<file path="config.mk">
export PLATFORM = sky130hd
export DESIGN_NAME = uart_baud_gen
export DESIGN_NICKNAME = d
export VERILOG_FILES = /design/src/rtl/uart_baud_gen_pkg.sv /design/src/rtl/uart_prescaler.sv /design/src/rtl/uart_baud_gen.sv
export SDC_FILE = /design/constraint.sdc
export NUM_CORES = 1
export LEC_CHECK = 0
export BUFFER_PORTS_ARGS = -buffer_cell sky130_fd_sc_hd__buf_2
export CORE_AREA = 2 2 89 91
export DETAILED_ROUTE_END_ITERATION = 8
export DIE_AREA = 0 0 91 93
export PLACE_DENSITY = 0.86
export SYNTH_ARGS = -nofsm -noshare
export SYNTH_HDL_FRONTEND = slang
export SYNTH_SLANG_ARGS = --single-unit
</file>
<file path="constraint.sdc">
create_clock -name clk -period 3.15 [get_ports clk]
set_input_delay 0.1575 -clock clk [delete_from_list [all_inputs] [get_ports clk]]
set_output_delay 0.1575 -clock clk [all_outputs]
set_load 0.05 [all_outputs]
</file>
<file path="src/rtl/uart_baud_gen_pkg.sv">
// Shared constants and types for the UART baud-rate generator.
// The default divisor is rounded to the nearest clk cycle per oversample tick.
package uart_baud_gen_pkg;

  localparam int UART_CLK_HZ     = 100_000_000;
  localparam int UART_BAUD       = 115200;
  localparam int UART_OVERSAMPLE = 16;
  localparam int UART_DIV_W      = 16;
  localparam int UART_OS_CNT_W   = $clog2(UART_OVERSAMPLE);

  function automatic int uart_div_default(input int clk_hz, input int baud, input int os);
    return (clk_hz + (baud * os) / 2) / (baud * os);
  endfunction

  localparam int UART_DIV_DEFAULT = uart_div_default(UART_CLK_HZ, UART_BAUD, UART_OVERSAMPLE);

  typedef logic [UART_DIV_W-1:0]    uart_div_t;
  typedef logic [UART_OS_CNT_W-1:0] uart_os_cnt_t;

endpackage

</file>
<file path="src/rtl/uart_prescaler.sv">
// One prescale chain: ps_cnt divides clk down to oversample strobes, and
// bit_cnt counts those strobes across one bit period.
module uart_prescaler #(
  parameter int DIV_W      = 16,
  parameter int OVERSAMPLE = 16
) (
  input  logic             clk,
  input  logic             rst_n,
  input  logic             en,
  input  logic             clr,
  input  logic [DIV_W-1:0] div,
  output logic             os,
  output logic             bit_last,
  output logic             bit_mid
);

  localparam int CW = $clog2(OVERSAMPLE);

  logic [DIV_W-1:0] ps_cnt;
  logic [CW-1:0]    bit_cnt;
  logic             ps_term;

  // div is never 0 here; the top level clamps a zero load to 1.
  assign ps_term  = (ps_cnt == div - DIV_W'(1));
  assign bit_last = (bit_cnt == CW'(OVERSAMPLE - 1));
  assign bit_mid  = (bit_cnt == CW'(OVERSAMPLE / 2 - 1));

  // A clear in the terminal cycle swallows that strobe.
  assign os = en & ~clr & ps_term;

  always_ff @(posedge clk or negedge rst_n) begin
    if (!rst_n) begin
      ps_cnt  <= '0;
      bit_cnt <= '0;
    end else if (clr) begin
      ps_cnt  <= '0;
      bit_cnt <= '0;
    end else if (en) begin
      if (ps_term) begin
        ps_cnt  <= '0;
        bit_cnt <= bit_last ? '0 : bit_cnt + CW'(1);
      end else begin
        ps_cnt <= ps_cnt + DIV_W'(1);
      end
    end
  end

endmodule

</file>
<file path="src/rtl/uart_baud_gen.sv">
// Programmable baud generator: free-running TX bit tick plus an RX chain that
// re-phases on rx_sync and strobes at mid-bit. Outputs are registered.
module uart_baud_gen
  import uart_baud_gen_pkg::*;
#(
  parameter int CLK_HZ      = UART_CLK_HZ,
  parameter int BAUD        = UART_BAUD,
  parameter int OVERSAMPLE  = UART_OVERSAMPLE,
  parameter int DIV_W       = UART_DIV_W,
  parameter int DIV_DEFAULT = uart_div_default(CLK_HZ, BAUD, OVERSAMPLE)
) (
  input  logic             clk,
  input  logic             rst_n,
  input  logic             en,
  input  logic             div_load,
  input  logic [DIV_W-1:0] div_i,
  input  logic             rx_sync,
  output logic             tx_tick,
  output logic             rx_os_tick,
  output logic             rx_sample,
  output logic             cfg_err
);

  logic [DIV_W-1:0] div_q;
  logic             tx_clr;
  logic             rx_clr;
  logic             tx_os;
  logic             tx_last;
  logic             tx_mid;
  logic             rx_os;
  logic             rx_last;
  logic             rx_mid;

  // A load restarts both chains, so it naturally dominates a same-cycle rx_sync.
  assign tx_clr = div_load;
  assign rx_clr = div_load | rx_sync;

  uart_prescaler #(
    .DIV_W      (DIV_W),
    .OVERSAMPLE (OVERSAMPLE)
  ) u_tx_ps (
    .clk      (clk),
    .rst_n    (rst_n),
    .en       (en),
    .clr      (tx_clr),
    .div      (div_q),
    .os       (tx_os),
    .bit_last (tx_last),
    .bit_mid  (tx_mid)
  );

  uart_prescaler #(
    .DIV_W      (DIV_W),
    .OVERSAMPLE (OVERSAMPLE)
  ) u_rx_ps (
    .clk      (clk),
    .rst_n    (rst_n),
    .en       (en),
    .clr      (rx_clr),
    .div      (div_q),
    .os       (rx_os),
    .bit_last (rx_last),
    .bit_mid  (rx_mid)
  );

  always_ff @(posedge clk or negedge rst_n) begin
    if (!rst_n) begin
      div_q   <= DIV_W'(DIV_DEFAULT);
      cfg_err <= 1'b0;
    end else if (div_load) begin
      div_q   <= (div_i == '0) ? DIV_W'(1) : div_i;
      cfg_err <= (div_i == '0);
    end
  end

  // Strobes are already gated by en and clear, so hold and load cycles emit nothing.
  always_ff @(posedge clk or negedge rst_n) begin
    if (!rst_n) begin
      tx_tick    <= 1'b0;
      rx_os_tick <= 1'b0;
      rx_sample  <= 1'b0;
    end else begin
      tx_tick    <= tx_os & tx_last;
      rx_os_tick <= rx_os;
      rx_sample  <= rx_os & rx_mid;
    end
  end

endmodule

</file>
=== After elaboration in Yosys (flattened, before gate mapping) ===
Cells that the tools add are included.

* Register bits after elaboration: 60
* Input bits: 21
* Word-level logic and storage cells: 50

* Add/sub/neg operators: 5
* Eq/ne operators: 5
* Multiplexer cells: 15
* Bitwise operators: 9
* Reductions and logical operators: 7

{| class="wikitable"
|+ Operators with widths
! operator !! count
|-
| $mux W16 || 7
|-
| $add A16 B1 Y16 const B || 2
|-
| $eq A16 B16 Y1 || 2
|-
| $mux W4 || 8
|-
| $logic_not A16 Y1 || 1
|-
| $sub A16 B1 Y16 const B || 1
|-
| $add A4 B1 Y4 const B || 2
|-
| $eq A4 B4 Y1 const B || 2
|-
| $reduce_bool A2 Y1 || 4
|-
| $and A1 B1 Y1 || 6
|-
| $eq A4 B3 Y1 const B || 1
|-
| $reduce_and A2 Y1 || 2
|-
| $not A1 Y1 || 2
|-
| $or A1 B1 Y1 || 1
|}

=== Longest topological paths before layout ===
Gate-level depths: netlist (run 1).

* Depth in word-level cells: 5
* Depth in mapped cells: 12

=== Modules after synthesis ===
A second synthesis (run 1) with hierarchy kept.

* Cells, all modules: 460
* Area, all modules: 4,205.3 um^2

{| class="wikitable"
|+ Modules (own cells, without submodules)
! module !! instances !! cells each !! area an instance (um^2) !! sequential area each (um^2)
|-
| uart_prescaler || 2 || 205 || 1,704.1 || 500.5
|-
| uart_baud_gen || 1 || 50 || 797.0 || 505.5
|}

=== Worst setup path before layout (run 1) ===
OpenSTA, ideal clock, no wires.

* Path type: register -> register
* From: register div_q[0]
* To: register u_tx_ps.ps_cnt[10]
* Data arrival time: 3.280 ns
* Required time: 3.018 ns
* Setup slack: -0.262 ns
* Cell stages (with the launch flop): 13
* Clock period less this slack: 3.412 ns
* Path through: dfrtp_1 > inv_1 > ha_1 > or3b_1 > buf_2 > nor4_2 > mux2_2 > nor2_1 > or4b_1 > clkbuf_1 > o21ai_1 > clkbuf_1 > nor2_1

* Longest elaborated chain between the ends: 5

{| class="wikitable"
|+ Ends and longest elaborated chain
! what !! line !! source
|-
| start: declaration || uart_baud_gen.sv:24 || <nowiki>logic [DIV_W-1:0] div_q;</nowiki>
|-
| start signal: assignment || uart_baud_gen.sv:68 || <nowiki>div_q <= DIV_W'(DIV_DEFAULT);</nowiki>
|-
| start signal: assignment || uart_baud_gen.sv:71 || <nowiki>div_q <= (div_i == '0) ? DIV_W'(1) : div_i;</nowiki>
|-
| $sub A16 B1 Y16 || uart_prescaler.sv:24 || <nowiki>assign ps_term = (ps_cnt == div - DIV_W'(1));</nowiki>
|-
| $eq A16 B16 Y1 || uart_prescaler.sv:24 ||
|-
| $mux W16 || uart_prescaler.sv:39 || <nowiki>if (ps_term) begin</nowiki>
|-
| $mux W16 || uart_prescaler.sv:38 || <nowiki>end else if (en) begin</nowiki>
|-
| $mux W16 || uart_prescaler.sv:35 || <nowiki>end else if (clr) begin</nowiki>
|-
| end signal: assignment || uart_prescaler.sv:43 || <nowiki>ps_cnt <= ps_cnt + DIV_W'(1);</nowiki>
|-
| end: declaration || uart_prescaler.sv:19 || <nowiki>logic [DIV_W-1:0] ps_cnt;</nowiki>
|}

Every way passes these cells. The select of a mux whose other input is x is not followed.
A chain may end at the register's enable or synchronous reset.

=== Worst setup path after layout (run 1) ===
* From: register div_q[0]
* To: register u_tx_ps.bit_cnt[0]

* Longest elaborated chain between the ends: 4

{| class="wikitable"
|+ Ends and longest elaborated chain
! what !! line !! source
|-
| $sub A16 B1 Y16 || uart_prescaler.sv:24 ||
|-
| $eq A16 B16 Y1 || uart_prescaler.sv:24 ||
|-
| $reduce_bool A2 Y1 (no source line) || n/a ||
|-
| $reduce_and A2 Y1 (no source line) || n/a ||
|-
| end signal: assignment || uart_prescaler.sv:41 || <nowiki>bit_cnt <= bit_last ? '0 : bit_cnt + CW'(1);</nowiki>
|-
| end: declaration || uart_prescaler.sv:20 || <nowiki>logic [CW-1:0] bit_cnt;</nowiki>
|}

Every way passes these cells.

==> results.toml, run 1 <==
[run_status]
status = "finished clean"

[run]
maxCapViolCount = 0

[global_route]
grt_first_pass_wirelength_um = 17700
grt_use_total_pct = 26.9
antenna_found_initial = 0
grt-ovfl-total = 0
grt_max_degree = 35
first_global_vias = 3621

[final_layout]
final_util_pct = 63.6
n_antenna_cell = 0
drive_above_1_share_pct = 22.5
area_delta_synth_final_pct = 18.3
nets = 531

[worst_setup_path]
end_kind = "register"
critPathLaunch = "div_q[0]"
r2r-start = "div_q[0]"
startpoint_type = "register"
crit_fanout = 8
rrSetupSlack_ns = 0.02
critPathArrivalTime_ns = 3.40
worst-endpoint-required_ns = 3.43
crit_type = "register to register"
reg2reg_to = "u_tx_ps.bit_cnt[0]"
crit_end = "u_tx_ps.bit_cnt[0]"
r2r_cells = 8

[floorplan]
core_area_sq_mm = 0.00753
die_h_um = 93
io_pins = 25
die_area_sq_mm = 0.00846
rows = 32
die_w_um = 91
initial_core_util_pct = 53.7

[yosys]
syn_area_per_cell_sq_um = 8.83
ys_ff_latch = 60
synth-main-ff-cell = "dfrtp_1"
synth_edf_count = 0
ys_async_sr_fraction_pct = 100
yosysUniqueCellTypes = 65
ys_warn_count = 0
seq_area_frac_synth_pct = 37.3
syn_nets = 484
synth_cells = 458
syn_area_sq_mm = 0.00404

[sta]
max_freq_mhz = 320
timing.final.crit_period_ns = 3.13
worstMarginPinSlew_ns = 0.991
finalClockSkew_ns = 0.00536
drv_slew = 0
hold_viol = 0
setup_viol = 0
relSlewSlack_pct = 33.1
fin_crit_sh_pct = 99.2
rsz0062_at_grt = "true"
hold_ws_ns = 0.0415

[detailed_routing]
vias_per_cell = 6.16
drc_errors = 0
first_pass_iters = 5
drt_iter0_markers = 381
wl_per_cell_um = 18.3
vias = 3770
final_antenna_net_count = 0
drt-total-wl_um = 11200

[worst_hold_path]
hold_class = "input port to register"
min_from = "div_i[8]"

[clock_tree]
clkSinkCount = 60
h-tree-depth = 3
cts_made_buffers = 9
cts-root-buf = "clkbuf_8"
cts_tree = "built"
clk_pin_slew_ns = 0.06
cts_buffer_depth = 2
worstSkewPairLatency_ns = 0.35

[placed_design]
io_buffers = 24
place.gp.congestion = 0.969
dp_hpwl_um = 7980

[power_and_ir_drop]
powerDensity_mw_per_mm2 = 380
finalPower_mw = 1.82
ir_drop_mv = 0.176
power.leakage_nw = 1.98
## sequential cells by signal, summed over array words and instances, names as in the netlist
register	flops
rx_sample	1
tx_tick	1
u_rx_ps.bit_cnt	4
u_tx_ps.ps_cnt	16
u_tx_ps.bit_cnt	4
cfg_err	1
u_rx_ps.ps_cnt	16
div_q	16
rx_os_tick	1
## worst max-delay path, cell delays in order (launching register included)
cell	delay (ns)
dfrtp_2	0.41
buf_4	0.17
or4_4	0.59
o21ai_2	0.17
a21oi_1	0.09
a2111o_1	0.38
or4_4	0.58
or4b_4	0.54
a21oi_2	0.12
## where the power goes
part	leakage (nW)	switching, mW	internal, mW
registers	0.797	0.0284	0.798
clock network	0.0905	0.291	0.326
logic	1.09	0.215	0.160
## logic make-up after synthesis
logic type	after synthesis	share of synthesized area (%)
AND/OR/NAND/NOR	203	27.3
AO/OA/AOI/OAI	81	13.8
flip-flops	60	37.3
XOR/XNOR	58	13.3
buffers and inverters	42	4.46
multiplexers	9	2.38
adder cells (fa/ha/maj)	5	1.55
## cell usage after synthesis (5+ instances only)
master	n	area (sq um)
a21oi_1	15	75.1
a22o_1	9	78.8
and3_1	12	75.1
buf_2	6	30.0
clkbuf_1	19	71.3
dfrtp_1	56	1400
ha_1	5	62.6
inv_1	13	48.8
mux2_2	5	56.3
nand2_1	37	139
nand3_1	19	95.1
nand4_1	14	87.6
nor2_1	59	221
nor3_1	7	35.0
nor3b_1	5	37.5
nor4_1	10	62.6
o21ai_0	22	110
or3_1	8	50.1
xnor2_1	31	272
xor2_1	25	219
## timing repair
action / in CTS / in global routing
resized for setup: 2 / 24
pin swaps: 0 / 11
endpoints found under the setup margin: 17 / 37
gates cloned: 0 / 1
endpoints found under the hold margin: 31 / 0
buffers inserted: 0 / 8
hold buffers: 1 / 0
## layout by cell type, fill, tap and decap left out, types with 4 or more instances in the layout
master / netlist / routed
nor3b_1: 5 / 4
xnor2_1: 31 / 31
or3_1: 8 / 6
xor2_1: 25 / 25
inv_1: 13 / 11
nand4_1: 14 / 14
a21oi_1: 15 / 13
nand2_1: 37 / 37
buf_2: 6 / 24
and3_1: 12 / 12
a22o_1: 9 / 9
nor2_1: 59 / 58
dfrtp_1: 56 / 55
buf_4: 0 / 34
a31oi_1: 4 / 4
ha_1: 5 / 4
mux2_2: 5 / 4
o21ai_0: 22 / 19
or4_4: 2 / 4
nor4_1: 10 / 9
nor2b_1: 4 / 4
dfstp_2: 4 / 4
mux2i_1: 4 / 4
nor3_1: 7 / 7
nor4_4: 3 / 4
clkbuf_8: 0 / 11
nand3_1: 19 / 19
## worst min-delay path by stage
stage                            to  cells after the start
after floorplan             cfg_err                      0
final                      div_q[8]                      3
after CTS                 div_q[12]                      2
after global placement      cfg_err                      1
after detailed placement    cfg_err                      1
after global routing      div_q[11]                      2
## layout make-up
| class | count | area [sq um] |
|---|---|---|
| flip-flops and latches | 60 | 1510 |
| multi-input cells | 356 | 2460 |
| well taps | 102 | 128 |
| fillers | 638 | 2740 |
| clock inverters | 2 | 10.0 |
| inverters | 14 | 52.6 |
| repair buffers | 64 | 459 |
| clock buffers | 14 | 163 |
## metal layers
layer	global-route usage, %	share of wire [%]
met5	0	0
met1	33.6	42
met3	6.12	6.3
met2	43.7	48
met4	13.8	3.8
## stage by stage
| step | instance area, sq um | setup WS, ns | instances | setup TNS, ns |
|---|---|---|---|---|
| floorplan | 4080 | 0.0264 | 458 | 0 |
| global placement | 4420 | 0.0512 | 586 | 0 |
| detailed placement | 4420 | -0.0772 | 586 | -0.716 |
| CTS | 4610 | 0.00291 | 603 | 0 |
| global route | 4780 | -0.0479 | 612 | -0.230 |
| finish | 4780 | 0.0249 | 612 | 0 |
Note: power is estimated with default switching activity, not from simulation.
==> run 2: changes to the inputs <==
--- a/config.mk
+++ b/config.mk
@@ -9,7 +9,7 @@
 export CORE_AREA = 2 2 89 91
 export DETAILED_ROUTE_END_ITERATION = 8
 export DIE_AREA = 0 0 91 93
-export PLACE_DENSITY = 0.86
+export PLACE_DENSITY_LB_ADDON = 0.2
 export SYNTH_ARGS = -nofsm -noshare
 export SYNTH_HDL_FRONTEND = slang
 export SYNTH_SLANG_ARGS = --single-unit
==> run 2 against run 1 <==
- clock-buffer cell count fell by 1
- total power fell by 1.2%
- global-route usage fell by 0.78 points
- hold slack improved by 0.0070 ns
==> results.toml, run 2 (synthesized netlist as in run 1, its figures left out) <==
[final_layout]
n_antenna_cell = 0
area_delta_synth_final_pct = 16.3
top_regs = "div_q x16, u_rx_ps.ps_cnt x16, u_tx_ps.ps_cnt x16"
multiInputGateArea_sq_mm = 0.00244
final_util_pct = 62.5
regArea_sq_mm = 0.00151
drive_above_1_share_pct = 20.4
fin_area_sq_mm = 0.00470
fill_cells = 700
final_common_cell = "nor2_1"
layout_common_cells = "nor2_1, dfrtp_1, nand2_1"
nets = 527
layout.cells.non_filler = 607

[clock_tree]
cts-root-buf = "clkbuf_8"
h-tree-depth = 3
cts_buffer_depth = 2
clk_pin_slew_ns = 0.06
cts_tree = "built"
worstSkewPairLatency_ns = 0.34
cts_made_buffers = 9
clkSinkCount = 60

[placed_design]
place_inst = 588
dpl-instance-area_sq_mm = 0.00444
place.gp.congestion = 0.941
io_buffers = 24
dp_hpwl_um = 7810

[sta]
relSlewSlack_pct = 55.4
finalSetupTns_ns = 0
timing.final.crit_period_ns = 3.12
rsz0062_at_grt = "true"
fin_crit_sh_pct = 99.1
worstMarginPinSlew_ns = 0.669
setup_viol = 0
finalClockSkew_ns = 0.00595
hold_viol = 0
max_freq_mhz = 320
drv_slew = 0

[worst_setup_path]
crit_fanout = 7
crit_type = "register to register"
slowest_delay_ns = 0.52
worst-path-buf-inv = 1
critPathArrivalTime_ns = 3.39
startpoint_type = "register"
worst-endpoint-required_ns = 3.42
path_cells = "inv_2, ha_4, or3b_4, nor4_4, mux2_4, nor2_1, or4b_4, or4b_1, a21oi_1"
end_kind = "register"
critPathTopFamily = "simple AND/OR/NAND/NOR gates"
slowest_stage = "or4b_1"

[global_route]
grt_first_pass_wirelength_um = 17300
grt-ovfl-total = 0
antenna_found_initial = 0
grt_max_degree = 29
first_global_vias = 3525
grt_use_total_pct = 26.1

[floorplan]
core_area_sq_mm = 0.00753
initial_core_util_pct = 53.7
die_w_um = 91
rows = 32
die_area_sq_mm = 0.00846
die_h_um = 93
io_pins = 25

[power_and_ir_drop]
power.leakage_nw = 1.94
powerDensity_mw_per_mm2 = 382
finalPower_mw = 1.80
ir_drop_mv = 0.258

[detailed_routing]
vias_per_cell = 5.98
drt-total-wl_um = 10500
first_pass_iters = 5
drc_errors = 0
drt_iter0_markers = 214
wl_per_cell_um = 17.3
vias = 3631
final_antenna_net_count = 0

[run_status]
status = "finished clean"

[worst_hold_path]
hold_class = "input port to register"

[run]
maxCapViolCount = 0
run 2: cell types whose count changed in the layout (fill, tap and decap cells not counted), sizes merged:
cell | before | now
clkbuf | 14 | 13
buf | 63 | 58
or4 | 6 | 7
run 2: final cells by class:
type,instances,share of cell area [%]
multi-input cells,357,52.0
inverters,14,1.12
repair buffers,59,8.54
clock buffers,13,3.38
flip-flops and latches,60,32.1
well taps,102,2.71
clock inverters,2,0.213
run 2: timing repair:
item / in CTS / in global routing
hold buffers: 1 / 0
pin swaps: 0 / 7
setup endpoints to repair: 15 / 32
cloned: 0 / 2
hold endpoints to repair: 26 / 0
buffers inserted: 0 / 1
gates resized for setup: 1 / 15
run 2: metrics by stage:
step | hold slack, ns | setup WS (ns)
floorplan | -0.138 | 0.0264
global placement | 0.214 | 0.0366
detailed placement | 0.219 | -0.0378
CTS | 0.0397 | 0.0268
global route | 0.0387 | -0.0955
finish | 0.0485 | 0.0298
run 2: final timing paths:
check	startpoint	end	slack (ns)	cells after the start
min in group asynchronous	rst_n	div_q[0]	0.39	2
min reg2reg	cfg_err	cfg_err	0.50	2
max	div_q[0]	u_tx_ps.bit_cnt[0]	0.03	9
min	div_i[12]	div_q[12]	0.05	2
max reg2reg	div_q[0]	u_tx_ps.bit_cnt[0]	0.03	9
max in group asynchronous	rst_n	u_rx_ps.ps_cnt[4]	1.77	4
run 2: power breakdown:
| part | total, mW | internal (mW) | switching [mW] |
|---|---|---|---|
| logic | 0.364 | 0.154 | 0.211 |
| registers | 0.820 | 0.797 | 0.0229 |
| clock network | 0.611 | 0.322 | 0.290 |
| total | 1.80 | 1.27 | 0.523 |
run 2: layer usage:
layer	routed length, um	vias to the layer above	track usage, %
met5	0	-	0
met4	237	0	8.71
met3	667	20	5.48
met2	4820	137	41.3
met1	4800	1746	35.9
li1	-	1728	-
